--- config.mk ---
export PLATFORM = sky130hd
export DESIGN_NAME = matrix_scan_controller
export DESIGN_NICKNAME = d
export VERILOG_FILES = /design/src/rtl/matrix_pkg.sv /design/src/rtl/dwell_timer.sv /design/src/rtl/matrix_scan_controller.sv
export SDC_FILE = /design/constraint.sdc
export NUM_CORES = 1
export LEC_CHECK = 0
export ABC_AREA = 1
export CAP_MARGIN = 20
export CORE_MARGIN = 2
export CORE_UTILIZATION = 39
export CTS_CLUSTER_DIAMETER = 50
export DETAILED_ROUTE_END_ITERATION = 10
export GPL_TIMING_DRIVEN = 1
export HOLD_SLACK_MARGIN = 0.15
export PLACE_DENSITY = 0.58
export SLEW_MARGIN = 10
export SYNTH_ARGS = -nofsm -noshare
export SYNTH_HDL_FRONTEND = slang
export SYNTH_SLANG_ARGS = --single-unit
--- constraint.sdc ---
create_clock -name clk -period 3.3 [get_ports clk]
set_clock_uncertainty 0.2 [all_clocks]
set_input_delay 0.66 -clock clk [delete_from_list [all_inputs] [get_ports clk]]
set_output_delay 0.66 -clock clk [all_outputs]
set_load 0.005 [all_outputs]
--- src/rtl/matrix_pkg.sv ---
// Shared types and constants for the HUB75 matrix scan controller.
package matrix_pkg;

  typedef enum logic [2:0] {
    IDLE,
    FILL,
    BLANK,
    LATCH,
    DISPLAY
  } scan_state_t;

  localparam int unsigned MATRIX_COLS       = 32;
  localparam int unsigned ROW_PAIRS_DEFAULT = 16;
  localparam int unsigned PLANES_DEFAULT    = 4;

endpackage

--- src/rtl/dwell_timer.sv ---
// Loadable down-counter; o_expire_c is high for the single cycle the count sits at 1.
module dwell_timer #(
  parameter int unsigned W = 8
) (
  input  logic         clk,
  input  logic         reset,
  input  logic         i_load,
  input  logic [W-1:0] i_load_val,
  output logic         o_expire_c
);

  logic [W-1:0] r_count;

  // Load wins over counting; counting stops at zero so the count never wraps.
  always_ff @(posedge clk or posedge reset) begin
    if (reset) begin
      r_count <= '0;
    end else if (i_load) begin
      r_count <= i_load_val;
    end else if (r_count != '0) begin
      r_count <= r_count - W'(1);
    end
  end

  assign o_expire_c = (r_count == W'(1));

endmodule

--- src/rtl/matrix_scan_controller.sv ---
// HUB75 panel sequencer: fill -> blank -> latch -> BCM-weighted display per row pair and plane.
module matrix_scan_controller
  import matrix_pkg::*;
#(
  parameter int unsigned ROW_PAIRS    = ROW_PAIRS_DEFAULT,
  parameter int unsigned PLANES       = PLANES_DEFAULT,
  parameter int unsigned BASE_TICKS   = 64,
  parameter int unsigned BLANK_CYCLES = 4,
  parameter int unsigned LATCH_CYCLES = 2
) (
  input  logic                         clk,
  input  logic                         reset,
  input  logic                         enable,
  input  logic                         fill_done,
  output logic                         fill_start,
  output logic [$clog2(ROW_PAIRS)-1:0] fill_row,
  output logic [$clog2(PLANES)-1:0]    fill_plane,
  output logic [$clog2(ROW_PAIRS)-1:0] row_addr,
  output logic                         lat,
  output logic                         oe_n,
  output logic                         frame_done
);

  localparam int unsigned RW = $clog2(ROW_PAIRS);
  localparam int unsigned PW = $clog2(PLANES);
  localparam int unsigned DW = $clog2(BASE_TICKS << (PLANES - 1)) + 1;

  scan_state_t r_state;
  scan_state_t w_next_state;

  logic          r_fill_start;
  logic [RW-1:0] r_fill_row;
  logic [PW-1:0] r_fill_plane;
  logic [RW-1:0] r_row_addr;
  logic          r_lat;
  logic          r_oe_n;
  logic          r_frame_done;

  logic          w_load;
  logic [DW-1:0] w_load_val;
  logic [DW-1:0] w_dwell_load;
  logic          w_expire;
  logic          w_advance;
  logic          w_plane_wrap;
  logic          w_row_wrap;
  logic          w_frame_end;
  logic [PW-1:0] w_plane_next;
  logic [RW-1:0] w_row_next;

  // One timer shared by BLANK, LATCH and DISPLAY; loaded on entry to each.
  dwell_timer #(
    .W (DW)
  ) u_dwell_timer (
    .clk        (clk),
    .reset      (reset),
    .i_load     (w_load),
    .i_load_val (w_load_val),
    .o_expire_c (w_expire)
  );

  assign w_dwell_load = DW'(BASE_TICKS) << r_fill_plane;
  assign w_plane_wrap = (r_fill_plane == PW'(PLANES - 1));
  assign w_row_wrap   = (r_fill_row == RW'(ROW_PAIRS - 1));
  assign w_plane_next = w_plane_wrap ? '0 : r_fill_plane + PW'(1);
  assign w_row_next   = w_plane_wrap ? (w_row_wrap ? '0 : r_fill_row + RW'(1)) : r_fill_row;
  assign w_frame_end  = w_advance && w_plane_wrap && w_row_wrap;

  // State register.
  always_ff @(posedge clk or posedge reset) begin
    if (reset) begin
      r_state <= IDLE;
    end else begin
      r_state <= w_next_state;
    end
  end

  // Next-state logic and timer load control.
  always_comb begin
    w_next_state = r_state;
    w_load       = 1'b0;
    w_load_val   = '0;
    w_advance    = 1'b0;
    case (r_state)
      IDLE: begin
        if (enable) w_next_state = FILL;
      end
      FILL: begin
        // fill_start is high only in the first FILL cycle, where fill_done is not trusted.
        if (!r_fill_start && fill_done) begin
          w_next_state = BLANK;
          w_load       = 1'b1;
          w_load_val   = DW'(BLANK_CYCLES);
        end
      end
      BLANK: begin
        if (w_expire) begin
          w_next_state = LATCH;
          w_load       = 1'b1;
          w_load_val   = DW'(LATCH_CYCLES);
        end
      end
      LATCH: begin
        if (w_expire) begin
          w_next_state = DISPLAY;
          w_load       = 1'b1;
          w_load_val   = w_dwell_load;
        end
      end
      DISPLAY: begin
        if (w_expire) begin
          w_advance    = 1'b1;
          w_next_state = enable ? FILL : IDLE;
        end
      end
      default: w_next_state = IDLE;
    endcase
  end

  // Registered panel/filler outputs derived from the state being entered, plus scan counters.
  always_ff @(posedge clk or posedge reset) begin
    if (reset) begin
      r_fill_start <= 1'b0;
      r_fill_row   <= '0;
      r_fill_plane <= '0;
      r_row_addr   <= '0;
      r_lat        <= 1'b0;
      r_oe_n       <= 1'b1;
      r_frame_done <= 1'b0;
    end else begin
      r_fill_start <= (w_next_state == FILL) && (r_state != FILL);
      r_lat        <= (w_next_state == LATCH);
      r_oe_n       <= (w_next_state != DISPLAY);
      r_frame_done <= w_frame_end;
      if (w_advance) begin
        r_fill_plane <= w_plane_next;
        r_fill_row   <= w_row_next;
      end
      if ((r_state == BLANK) && w_expire) begin
        r_row_addr <= r_fill_row;
      end
    end
  end

  assign fill_start = r_fill_start;
  assign fill_row   = r_fill_row;
  assign fill_plane = r_fill_plane;
  assign row_addr   = r_row_addr;
  assign lat        = r_lat;
  assign oe_n       = r_oe_n;
  assign frame_done = r_frame_done;

endmodule
## Word level (Yosys, flattened, before mapping)

Index checks and enable logic that the tools add are counted.

- Eq/ne operators: 11
- Mux-type cells: 19
- Shifts and indexed selects: 1
- Reduce and logical (&&, ||, !) cells: 11
- Add/sub/neg operators: 3

Operators by type and width:

| kind | number |
|---|---|
| $mux 10 | 3 |
| $pmux 10 s3 | 1 |
| $mux 3 | 6 |
| $pmux 3 s5 | 1 |
| $eq 10x1->1 const B | 1 |
| $reduce_bool 10->1 | 1 |
| $shl 7x2->10 const A | 1 |
| $sub 10x1->10 const B | 1 |
| $eq 3x2->1 const B | 3 |
| $eq 3x1->1 const B | 2 |
| $logic_and 1x1->1 | 5 |
| $add 4x1->4 const B | 1 |
| $eq 4x4->1 const B | 1 |
| $mux 1 | 4 |
| $mux 2 | 2 |
| $mux 4 | 1 |
| $eq 3x3->1 const B | 1 |
| $logic_not 3->1 | 1 |
| $ne 3x1->1 const B | 1 |
| $ne 3x3->1 const B | 1 |
| $add 2x1->2 const B | 1 |
| $eq 2x2->1 const B | 1 |
| $pmux 1 s2 | 1 |
| $reduce_and 2->1 | 1 |
| 3 further kinds | 3 |

- Logic and storage cells: 54
- Flip-flop bits (word level): 27
- Output and inout bits: 14
- Input bits: 4

## Longest topological paths before layout

Gate-level depths: netlist of the first run.

- Depth after elaboration: 6
- Gate-level depth with buffers: 11
- Gate-level depth less buffers: 11

## Cells and area by module

Synthesis of the first run repeated with hierarchy kept, for this count alone.

- Cells, all modules: 213
- Area total of the unflattened synthesis: 1646.6 µm²

By module, submodules not included:

| module | seq. area each (µm²) | area an instance (µm²) | cells an instance | times used |
|---|---|---|---|---|
| matrix_scan_controller | 426.7 | 913.4 | 107 | 1 |
| dwell_timer | 250.2 | 733.2 | 106 | 1 |

## Worst setup path after synthesis of the first run

Ideal clock, no wire load.

- Kind: in2reg
- Start point: input port fill_done
- End point: register u_dwell_timer.r_count[1]
- Buffers on the path: 0
- Arrival time: 1.312 ns
- Stages on the path: 9
- Data required time: 2.983 ns
- Library setup time: 0.117 ns
- Path slack: 1.671 ns
- Path through: inv_1 nor2_1 inv_1 nor2_1 inv_1 nand2_4 inv_4 nand3_1 nand2_1

- Longest elaborated chain between the ends: 4
- Elaborated cells on any way between the ends: 5
- Classes of those cells: mux: 3; reduce/logical: 2

Ends and longest elaborated chain:

| element | RTL line | RTL |
|---|---|---|
| start, declared | matrix_scan_controller.sv:14 | `input logic fill_done,` |
| $logic_and 1x1->1 * | matrix_scan_controller.sv:89 | `if (!r_fill_start && fill_done) begin` |
| $mux 1 * | matrix_scan_controller.sv:89 |  |
| $pmux 1 s2 * | matrix_scan_controller.sv:83 | `case (r_state)` |
| $mux 10 / $reduce_bool 2->1 (equally long branches) | -- |  |
| end signal, assigned | dwell_timer.sv:19 | `r_count <= i_load_val;` |
| end signal, assigned | dwell_timer.sv:21 | `r_count <= r_count - W'(1);` |
| end, declared | dwell_timer.sv:12 | `logic [W-1:0] r_count;` |

Every way passes the cells marked *; elsewhere a longest branch is shown, timed or not.
A chain may end at the register's enable or synchronous reset.

## Worst setup path in the final report of the first run

- Start point: register r_oe_n (netlist: oe_n)
- End point: output port oe_n

RTL lines:

| element | RTL line | RTL |
|---|---|---|
| start, declared | matrix_scan_controller.sv:36 | `logic r_oe_n;` |
| start signal, assigned | matrix_scan_controller.sv:132 | `r_oe_n <= (w_next_state != DISPLAY);` |
| end, declared | matrix_scan_controller.sv:20 | `output logic oe_n,` |

No word-level cell between the ends.

==> run summary, run 1 <==
After synthesis, the mean cell area works out to 8.17 µm². For this design, the CTS-stage hold fixing added 0 buffers. The mux share of post-synthesis cell area was 0%. The total of max-cap violations was 0; the die outline width was 69.2 µm. The number of max-slew violations in the final report is 0. The floorplan has 23 rows.

The root buffer cell chosen for the clock tree is sky130_fd_sc_hd__clkbuf_8. The via density per instance was 4.65. The leakage component of the power was 0.882 nW; the maximum vdd drop was 0.000151 V. The first-iteration detailed-routing DRC count was 53. The remaining max-slew budget at the tightest pin came out at 66.3%.

Summing all placed instances gives a cell area of 1900 µm². The ratio of final minimum period to clock period is 65.1%, and the maximum number of pins on one net before global-route repair is 28. During placement, the flow inserted port buffers numbering 17.

The count of synthesis-stage warnings from yosys was 0; the clock-pin transition on the worst setup and hold timing paths was 0.10 ns. Critical path start-end classification: flip-flop to output pin. The run finished with clean final reports. Synthesis produced 203 cells. The finished cells cover 1950 µm². Global routing finished with a remaining overflow of 0.

Setup repair after global routing left no endpoint under its margin. The number of optimization iterations in the first detailed-route pass came out at 4. The filler cells instantiated in the layout total 399. Counting along the longest clock path gives a buffer depth of 2. The adder and majority gate portion of the synthesized area is 6.04%. Traced cell by cell, the critical path runs through clkdlybuf4s50_1.

Across all setup checks in the final design, the least slack found is 1.15 ns. The required time at the worst-slack endpoint was 2.44 ns. In the final routed layout, each cell accounts on average for 11.6 µm. STA classifies the critical path startpoint as a flip-flop. The kind of path behind the tightest hold check is flip-flop to flip-flop. On the critical path, the stage with the largest delay is an instance of sky130_fd_sc_hd__dfstp_2.

The number of global-route vias before repair is 1,264, and the slew at the pin closest to its max-slew limit is 0.502 ns. Synthesis instantiated 27 different standard cells from the library. The logs give 27 for the TritonCTS sink count and 5640 µm for the global-route wire length before repair. The compound-cell area share of the yosys netlist works out to 4.68%. The highest net fanout along the worst path came out at 1. The dominant combinational cell family by area after synthesis is simple AND/OR/NAND/NOR gates. The tools report the kind of end point of the critical path as an output pin. The total core area came out at 4060 µm². Timing would allow up to 0.465 GHz. Adding up every negative setup slack in the final design gives 0 ns. Dividing total power by cell area gives a power density of 278 nW/µm². The final-report setup violation count was 0. Total power: 541 µW. The post-layout minimum cycle time came out at 2.15 ns.

After Yosys synthesis, and, or, nand and nor cells account for 37.1% of the synthesized area. The tools report the number of nets in the synthesized netlist as 215. Data arrives at the worst endpoint at 1.29 ns. The count of nets left with antenna violations once routing finished came out at 0. Summed over all layers, the routed wires come to 3180 µm. Of the total synthesized cell area, the portion taken by XOR and XNOR cells is 3.70%. The number of inserted diodes was 0; the storage element area was 677 µm². After synthesis, flip-flops and latches occupy 40.8% of the total area.

Number of buffers created by CTS: 3. The clock reaches the later pin of the worst-skew pair after 0.28 ns. In the final design database the tool counted 238 nets.

The synthesis-stage register bit count is 27, and the worst slack at placement is 1.04 ns. The multi-input combinational cells in the finished layout cover a total of 855 µm². The final route contains 1,279 vias.

From bottom edge to top edge, the die measures 69.2 µm. The weighted congestion at the end of routability-driven global placement was 0.788; the detailed-route DRC error count was 0. The final hold violation count was 0; the number of buffers and inverters on the critical path was 1. The number of levels the H-tree was split into is 1, and the area enclosed by the die boundary is 4790 µm². Relative to the synthesized area, the layout overhead comes to 17.4%. The category of cells accounting for the largest share of critical-path delay is flip-flops. For this configuration, the core starts out at a cell density of 40.9%. Cells with a size suffix above 1 make up 16.0% of the layout.

Number of antenna violations at the first check in global routing: 0. The tightest hold path in the finished design has a slack of 0.296 ns. On the worst path, the slowest cell contributes a delay of 0.53 ns.

Post-CTS repair changed the size of 0 cells. The post-CTS setup-driven buffer insertion count is 0. Global routing consumed, over all layers together, 14.4% of the routing resources. The placed wire-length estimate after detailed placement is 2400 µm. TritonCTS built the clock tree.

In this run the cell area of the synthesized design comes to 1660 µm². 18 I/O pins were placed.
[metrics by stage]
stage / cells / util, %
after floorplan: 203 / -
after global placement: 271 / 46.8
after detailed placement: 271 / 46.8
after CTS: 275 / 48.0
after global routing: 275 / 48.0
final: 275 / 48.0
[final timing paths]
path / start / end / slack [ns] / cells past startpoint
hold / removal: row_addr[0] / row_addr[0] / 0.30 / 2
setup / recovery: oe_n / oe_n / 1.15 / 1
max in group asynchronous: reset / oe_n / 2.06 / 3
min in group asynchronous: reset / u_dwell_timer.r_count[0] / 0.54 / 3
setup reg to reg: u_dwell_timer.r_count[0] / u_dwell_timer.r_count[1] / 1.40 / 7
hold reg to reg: row_addr[0] / row_addr[0] / 0.30 / 2
[per-layer routing]
layer	routed length (µm)	vias up	track usage, %
li1	-	677	-
met1	1670	587	20.4
met2	1420	13	22.9
met3	75	2	2.18
met4	12	0	3.92
met5	0	-	0
[state kept, by name, summed over array words and instances (netlist names)]
name / cells
lat: 1
row_addr: 4
fill_row: 4
r_state: 3
fill_start: 1
u_dwell_timer.r_count: 10
oe_n: 1
fill_plane: 2
frame_done: 1
[cell type report]
class                      instances  area share [%]
multi-input combinational        143            43.9
inverter                          33            6.49
clock inverter                     1           0.386
tap                               50            3.21
timing repair buffer              18            9.13
sequential                        27            34.8
clock buffer                       3            2.12
[synth_stat cells]
cell | count | area share, %
sky130_fd_sc_hd__a21oi_1 | 4 | 1.2
sky130_fd_sc_hd__xnor2_1 | 2 | 1.1
sky130_fd_sc_hd__nand3_4 | 1 | 1.1
sky130_fd_sc_hd__nand4_1 | 1 | 0.38
sky130_fd_sc_hd__and2_1 | 1 | 0.38
sky130_fd_sc_hd__nand2_2 | 5 | 1.9
sky130_fd_sc_hd__nand3_1 | 16 | 4.8
sky130_fd_sc_hd__nand3_2 | 2 | 1.2
sky130_fd_sc_hd__inv_4 | 1 | 0.38
sky130_fd_sc_hd__nor2_4 | 6 | 4.1
sky130_fd_sc_hd__nor3_2 | 1 | 0.60
sky130_fd_sc_hd__o21ai_1 | 2 | 0.60
sky130_fd_sc_hd__nor3_1 | 6 | 1.8
sky130_fd_sc_hd__o21bai_1 | 1 | 0.45
sky130_fd_sc_hd__nand2_4 | 4 | 2.7
sky130_fd_sc_hd__inv_2 | 4 | 0.91
sky130_fd_sc_hd__inv_1 | 28 | 6.3
sky130_fd_sc_hd__dfstp_2 | 1 | 1.6
sky130_fd_sc_hd__o21ai_0 | 8 | 2.4
sky130_fd_sc_hd__nand3b_1 | 1 | 0.45
sky130_fd_sc_hd__dfrtp_1 | 26 | 39
sky130_fd_sc_hd__nand2_1 | 45 | 10
sky130_fd_sc_hd__ha_1 | 8 | 6.0
sky130_fd_sc_hd__nor2_1 | 18 | 4.1
sky130_fd_sc_hd__xor2_1 | 5 | 2.6
sky130_fd_sc_hd__nor2_2 | 4 | 1.5
sky130_fd_sc_hd__nor3_4 | 2 | 2.0
[cells in the final DEF (no fill, tap or decap), drive strengths merged]
master / synthesis / layout
nand2: 54 / 54
inv: 33 / 33
nor2: 28 / 28
dfrtp: 26 / 26
nand3: 19 / 19
clkdlybuf4s50: 0 / 17
o21ai: 10 / 10
nor3: 9 / 9
ha: 8 / 8
xor2: 5 / 5
a21oi: 4 / 4
clkbuf: 0 / 3
xnor2: 2 / 2
o21bai: 1 / 1
and2: 1 / 1
nand4: 1 / 1
nand3b: 1 / 1
clkinvlp: 0 / 1
dfstp: 1 / 1
buf: 0 / 1
[cells by family (layout without fill, tap and decap cells)]
| family | after synthesis | count (layout) |
|---|---|---|
| compound gates | 15 | 15 |
| xor+xnor | 7 | 7 |
| fa+ha+maj | 8 | 8 |
| buf+inv | 33 | 55 |
| flops | 27 | 27 |
| simple gates | 113 | 113 |
[power breakdown]
| group | leakage [nW] | switching (mW) | internal (mW) | total (mW) |
|---|---|---|---|---|
| Combinational | 0.533 | 0.00784 | 0.00425 | 0.0121 |
| Sequential | 0.327 | 0 | 0.331 | 0.331 |
| Clock | 0.0217 | 0.112 | 0.0859 | 0.198 |
Power figures use the tool's default switching activity.
==> run 2: changes to the inputs <==
==> constraint.sdc (replaced) <==
create_clock -name clk -period 2.2 [get_ports clk]
set_clock_uncertainty 0.2 [all_clocks]
set_input_delay 0.44 -clock clk [delete_from_list [all_inputs] [get_ports clk]]
set_output_delay 0.44 -clock clk [all_outputs]
set_load 0.005 [all_outputs]
==> run summary, run 2 (synthesis results as in run 1) <==
The run finished with clean final reports. The initial utilization of the core area, before any placement, comes to 40.9%. The run gives 23 as the number of placement rows. In the final layout, the share of cells above drive strength 1 is 16.0%.

The die is 69.2 µm wide. The highest net fanout along the worst path is 1, and the final hold violation count is 0. After clock tree synthesis, the clock-pin slew on the worst setup and hold paths is 0.10 ns. Placed wire-length estimate after detailed placement: 2420 µm. Register with the most flip-flops: u_dwell_timer.r_count.

In this run, the number of DRC markers left after iteration 0 of detailed routing was 82. Among all stages on the critical path, the largest delay is contributed by sky130_fd_sc_hd__dfstp_2. The kind of path behind the tightest hold check was flip-flop to flip-flop. The congestion estimate from routability-driven global placement came to 0.813. The number of gates resized after CTS is 0. TritonCTS built the clock tree. Summed over all layers, the global routing overflow is 0. By startpoint and endpoint, the worst setup path is classified as flip-flop to output pin. Maximum number of pins on one net before global-route repair: 28. Setup repair after global routing left no endpoint under its margin. The number of levels the H-tree was split into was 1.

Global routing consumed, over all layers together, 15.0% of the routing resources. Traced cell by cell, the critical path runs through clkdlybuf4s50_1. At the placement stage, the worst setup path has a slack of 0.152 ns. Summed over all failing endpoints, the final setup total negative slack is 0 ns.

STA classifies the critical path startpoint as a flip-flop. The number of global-route vias before repair was 1,330. The slew at the pin closest to its max-slew limit works out to 0.477 ns. The floorplan step set the die height to 69.2 µm.

The tree built by TritonCTS fans out to 27 sinks. 0 antenna diodes ended up in the layout. The run gives 0 as the number of max-slew violations in the final report. After detailed routing, the average wire length per cell comes to 11.7 µm. The count of buffers inserted at the top-level ports was 17; the leakage component of the power was 0.886 nW. Setup slack closes at 0.271 ns. In the routed layout, each cell is associated on average with a via count of 4.74.

For the worst setup path, the data required time is 1.56 ns. For this run, the post-layout net count is 238. In the routed design, unresolved DRC markers number 0. The detailed router placed 1,303 vias in this run. After clock tree synthesis, the setup repair step added 0 buffers. Data on the critical path arrives at its endpoint at 1.29 ns. Maximum achievable frequency: 0.518 GHz. The maximum number of buffers from clock root to sink was 2. The logic depth of the worst path, buffers included is 1. The die covers 4790 µm². Before antenna repair, the detailed router went through 4 iterations. The run gives 18 as the number of I/O pins. The clock period could shrink to 1.93 ns. Across the run, the number of max-cap violations was 0. The region available for standard cell placement spans 4060 µm². Summed over all layers, the routed wires come to 3220 µm. Flip-flop count of the largest register, all copies and words added: 10. The number of clock buffers added by TritonCTS is 3. The tools report the remaining max-slew budget at the tightest pin as 68.0%.

Depth of the worst register-to-register path: 7. Counting instances, the worst hold path has a depth of 2. Root cell of the clock tree: sky130_fd_sc_hd__clkbuf_8. The number of buffers and inverters on the critical path was 1. For the final core utilization, the log shows 47.9%. The run gives 811 µW as the total power.

Leaving out fill and tap cells, the most frequent cell in the layout is sky130_fd_sc_hd__nand2_1. The tools report the final-report setup violation count as 0. The delay of the slowest critical-path stage is 0.53 ns, and the ratio of final minimum period to clock period is 87.7%. The kind of end point of the critical path was an output pin. The layout overhead on the synthesized area is 17.3%. Grouping stages by cell kind, the critical path spends the most delay in flip-flops. Across the VDD grid, the largest voltage drop is 0.000173 V. For this design the ratio of total power to cell area is 417 nW/µm².

The logs give 0 for the number of antenna violations at the first check in global routing and 5960 µm for the global-route wire length before repair. Leaving out fill and tap cells, the most frequent cells in the layout are 45 x sky130_fd_sc_hd__nand2_1, 28 x sky130_fd_sc_hd__inv_1, 26 x sky130_fd_sc_hd__dfrtp_1, 18 x sky130_fd_sc_hd__nor2_1, 17 x sky130_fd_sc_hd__clkdlybuf4s50_1. For this design, the CTS-stage hold fixing added 0 buffers. The detail route stage leaves a number of antenna-violating nets equal to 0.

Clock latency on the worst-skew pair, taken at its later pin, is 0.28 ns.
-- run 2: changes by cell type in the layout (fill, tap and decap cells not counted), sizes merged --
cell and change:
clkinv +1, clkinvlp -1
-- run 2: through the flow --
stage | hold slack (ns) | cell area (µm²) | cells
after global placement | 0.271 | 1900 | 271
after floorplan | 0.276 | 1660 | 203
after detailed placement | 0.273 | 1900 | 271
after global routing | 0.349 | 1940 | 275
final | 0.295 | 1940 | 275
after CTS | 0.298 | 1940 | 275
-- run 2: final timing paths --
kind / startpoint / end / slack, ns
max reg2reg: u_dwell_timer.r_count[0] / u_dwell_timer.r_count[1] / 0.33
min reg2reg: row_addr[0] / row_addr[0] / 0.29
min: row_addr[0] / row_addr[0] / 0.29
min in group asynchronous: reset / r_state[2] / 0.31
max: oe_n / oe_n / 0.27
max in group asynchronous: reset / oe_n / 1.18
-- run 2: area by class of cell --
class                   instances  area, µm²
repair buffers                 18        178
multi-input cells             143        855
flip-flops and latches         27        677
fillers                       397       2110
clock buffers                   3       41.3
well taps                      50       62.6
clock inverters                 1       5.00
inverters                      33        126
-- run 2: power by group --
group	switching, mW	total [mW]	internal (mW)
sequential	0	0.496	0.496
combinational	0.0116	0.0180	0.00637
clock	0.170	0.297	0.127
total	0.181	0.811	0.630
-- run 2: metal layers --
metal | track usage, % | part of all wire [%] | wire length [µm] | vias to the layer above
met5 | 0 | 0 | 0 | -
met4 | 4.58 | 1.3 | 41 | 0
met3 | 1.74 | 2.2 | 72 | 4
met2 | 23.4 | 44 | 1430 | 16
met1 | 21.9 | 52 | 1680 | 604
li1 | - | - | - | 679
==> run 3: changes to the inputs <==
--- a/config.mk
+++ b/config.mk
@@ -7,13 +7,12 @@
 export LEC_CHECK = 0
 export ABC_AREA = 1
 export CAP_MARGIN = 20
-export CORE_MARGIN = 2
+export CORE_MARGIN = 1.5
 export CORE_UTILIZATION = 39
 export CTS_CLUSTER_DIAMETER = 50
 export DETAILED_ROUTE_END_ITERATION = 10
 export GPL_TIMING_DRIVEN = 1
 export HOLD_SLACK_MARGIN = 0.15
-export PLACE_DENSITY = 0.58
 export SLEW_MARGIN = 10
 export SYNTH_ARGS = -nofsm -noshare
 export SYNTH_HDL_FRONTEND = slang
==> run summary, run 3 (synthesis results as in run 1) <==
The flow ran to the end, and the final reports show no timing, DRC or antenna violations. Dividing the detail-routed wire length by the instance count gives 11.8 µm. The critical path starts at oe_n.

The maximum achievable frequency is 0.523 GHz. For the number of placement rows, the log shows 23. The final core utilization is 47.9%. Entering global routing, the biggest net connects 28 pins.

Global routing consumed, over all layers together, 15.2% of the routing resources. For the leftover overflow at the end of global routing, the log shows 0. The tool flagged a number of max-cap violations equal to 0.

18 I/O pins were placed. The number of antenna violations at the first check in global routing came out at 0. Capture point of the worst path: oe_n.

The number of max-slew violations in the final report was 0; the fraction of layout cells with a size suffix above 1 was 15.6%. The clock-pin transition on the worst setup and hold timing paths is 0.09 ns. For the final routed database, the setup TNS stands at 0 ns. The depth of the worst register-to-register path came out at 7. The logs give 0.291 ns for the final hold slack and 1,301 for the via count of the routed design.

Area enclosed by the die boundary: 4650 µm². The via density per instance was 4.73; the layout overhead on the synthesized area was 17.2%. The count of nets left with antenna violations once routing finished came out at 0. The tools report the maximum vdd drop as 0.000218 V.

For the detailed-route DRC error count, the log shows 0. Detailed-route wire length: 3230 µm. The total power is 799 µW. Clock tree synthesis selected as its root buffer the cell sky130_fd_sc_hd__clkbuf_8.

The die outline width works out to 68.2 µm. The number of gates resized after CTS was 0. The worst setup path is of the flip-flop to output pin kind. The maximum number of buffers from clock root to sink is 2. The run gives 4060 µm² as the total core area. Broken down by cell family, the worst path's largest delay share belongs to flip-flops. After routing the design area is 1940 µm². The kind of end point of the critical path was an output pin. The slowest stage cell on the critical path is sky130_fd_sc_hd__dfstp_2. STA classifies the critical path startpoint as a flip-flop. The first routing iteration left 76 violations. Clock latency at the later pin of the worst-skew pair: 0.27 ns. In this run the static leakage power is 0.883 nW.

The signal on the critical path passes through clkdlybuf4s50_1. The initial core utilization is 40.9%, and the number of buffers created by CTS is 3. Port buffering added 17 buffers. Number of buffers and inverters on the critical path: 1. Setup repair after global routing left no endpoint under its margin. Terminus of the critical flop-to-flop path: u_dwell_timer.r_count[1]. In this design, the stage delay of the slowest critical-path cell is 0.52 ns.

The final hold violation count came out at 0. The highest net fanout along the worst path works out to 1. The logic depth of the worst path, buffers included is 1, and the weighted congestion at the end of routability-driven global placement is 0.812.

Buffers inserted to repair hold after CTS numbered 0. The clock period could shrink to 1.91 ns. The worst path uses 86.9% of the clock period.

The run gives 0.36 ns as the worst setup slack for register-to-register paths. The first TritonRoute pass finished after 4 iterations. The register with the most flip-flops in the layout has 10 of them. The first global-routing pass estimated 5480 µm of wire. From bottom edge to top edge, the die measures 68.2 µm.

Power spread over the standard cell area amounts to 411 nW/µm². CTS saw 27 sinks. The logs give 70.5% for the remaining max-slew budget at the tightest pin and 1.56 ns for the required time at the worst-slack endpoint. For the final-report setup violation count, the log shows 0. The library cell used most frequently in the layout, excluding fill and tap cells, is sky130_fd_sc_hd__nand2_1. Leaving out fill and tap cells, the most frequent cells in the layout are 45 x sky130_fd_sc_hd__nand2_1, 28 x sky130_fd_sc_hd__inv_1, 26 x sky130_fd_sc_hd__dfrtp_1, 18 x sky130_fd_sc_hd__nor2_1, 17 x sky130_fd_sc_hd__clkdlybuf4s50_1. The number of antenna diodes in the final layout is 0. Once placement finished, the instance area stood at 1900 µm².

TritonCTS built the clock tree. The path class of the tightest hold or removal check is flip-flop to flip-flop. The net count of the finished layout is 238.

The startpoint identified for the worst register-to-register timing path is u_dwell_timer.r_count[0]. The number of levels the H-tree was split into came out at 1. The placed wire-length estimate after detailed placement was 2410 µm.

Register with the most flip-flops: u_dwell_timer.r_count. Buffers added to address setup during post-CTS repair amount to 0. At the pin with the least slew margin, the transition time is 0.439 ns. The logs give 1,245 for the number of global-route vias before repair and 1.27 ns for the arrival time at the worst endpoint.
## run 3: cell types whose count changed in the layout (fill, tap and decap cells not counted)
cell                       delta
sky130_fd_sc_hd__clkbuf_1     +1
sky130_fd_sc_hd__clkinv_2     -1
## run 3: power by group
part	internal (mW)	switching, mW	total (mW)
sequential	0.496	0	0.496
combinational	0.00638	0.0116	0.0180
clock	0.130	0.155	0.285
total	0.632	0.167	0.799
## run 3: layout make-up
class / instances / area, µm²
fill: 392 / 2110
multi-input combinational: 143 / 855
sequential: 27 / 677
timing repair buffer: 18 / 178
inverter: 33 / 126
tap: 50 / 62.6
clock buffer: 4 / 45.0
## run 3: worst min-delay path by stage
stage / from / end / cells after the start
floorplan: row_addr[0] / row_addr[0] / 2
global placement: row_addr[0] / row_addr[0] / 2
detailed placement: row_addr[0] / row_addr[0] / 2
CTS: row_addr[0] / row_addr[0] / 2
global route: row_addr[0] / row_addr[0] / 2
finish: row_addr[0] / row_addr[0] / 2
## run 3: stage by stage
stage | setup slack (ns) | std cells
6_report | 0.288 | 275
5_1_grt | 0.183 | 275
4_1_cts | 0.276 | 275
3_5_place_dp | 0.159 | 271
3_3_place_gp | 0.172 | 271
2_1_floorplan | 0.603 | 203
## run 3: per-layer routing
metal / wire length [µm] / part of all wire, % / global-route usage, %
met2: 1430 / 44 / 23.7
met5: 0 / 0 / 0
met4: 27 / 0.84 / 3.75
met1: 1670 / 52 / 22.3
met3: 110 / 3.4 / 1.97
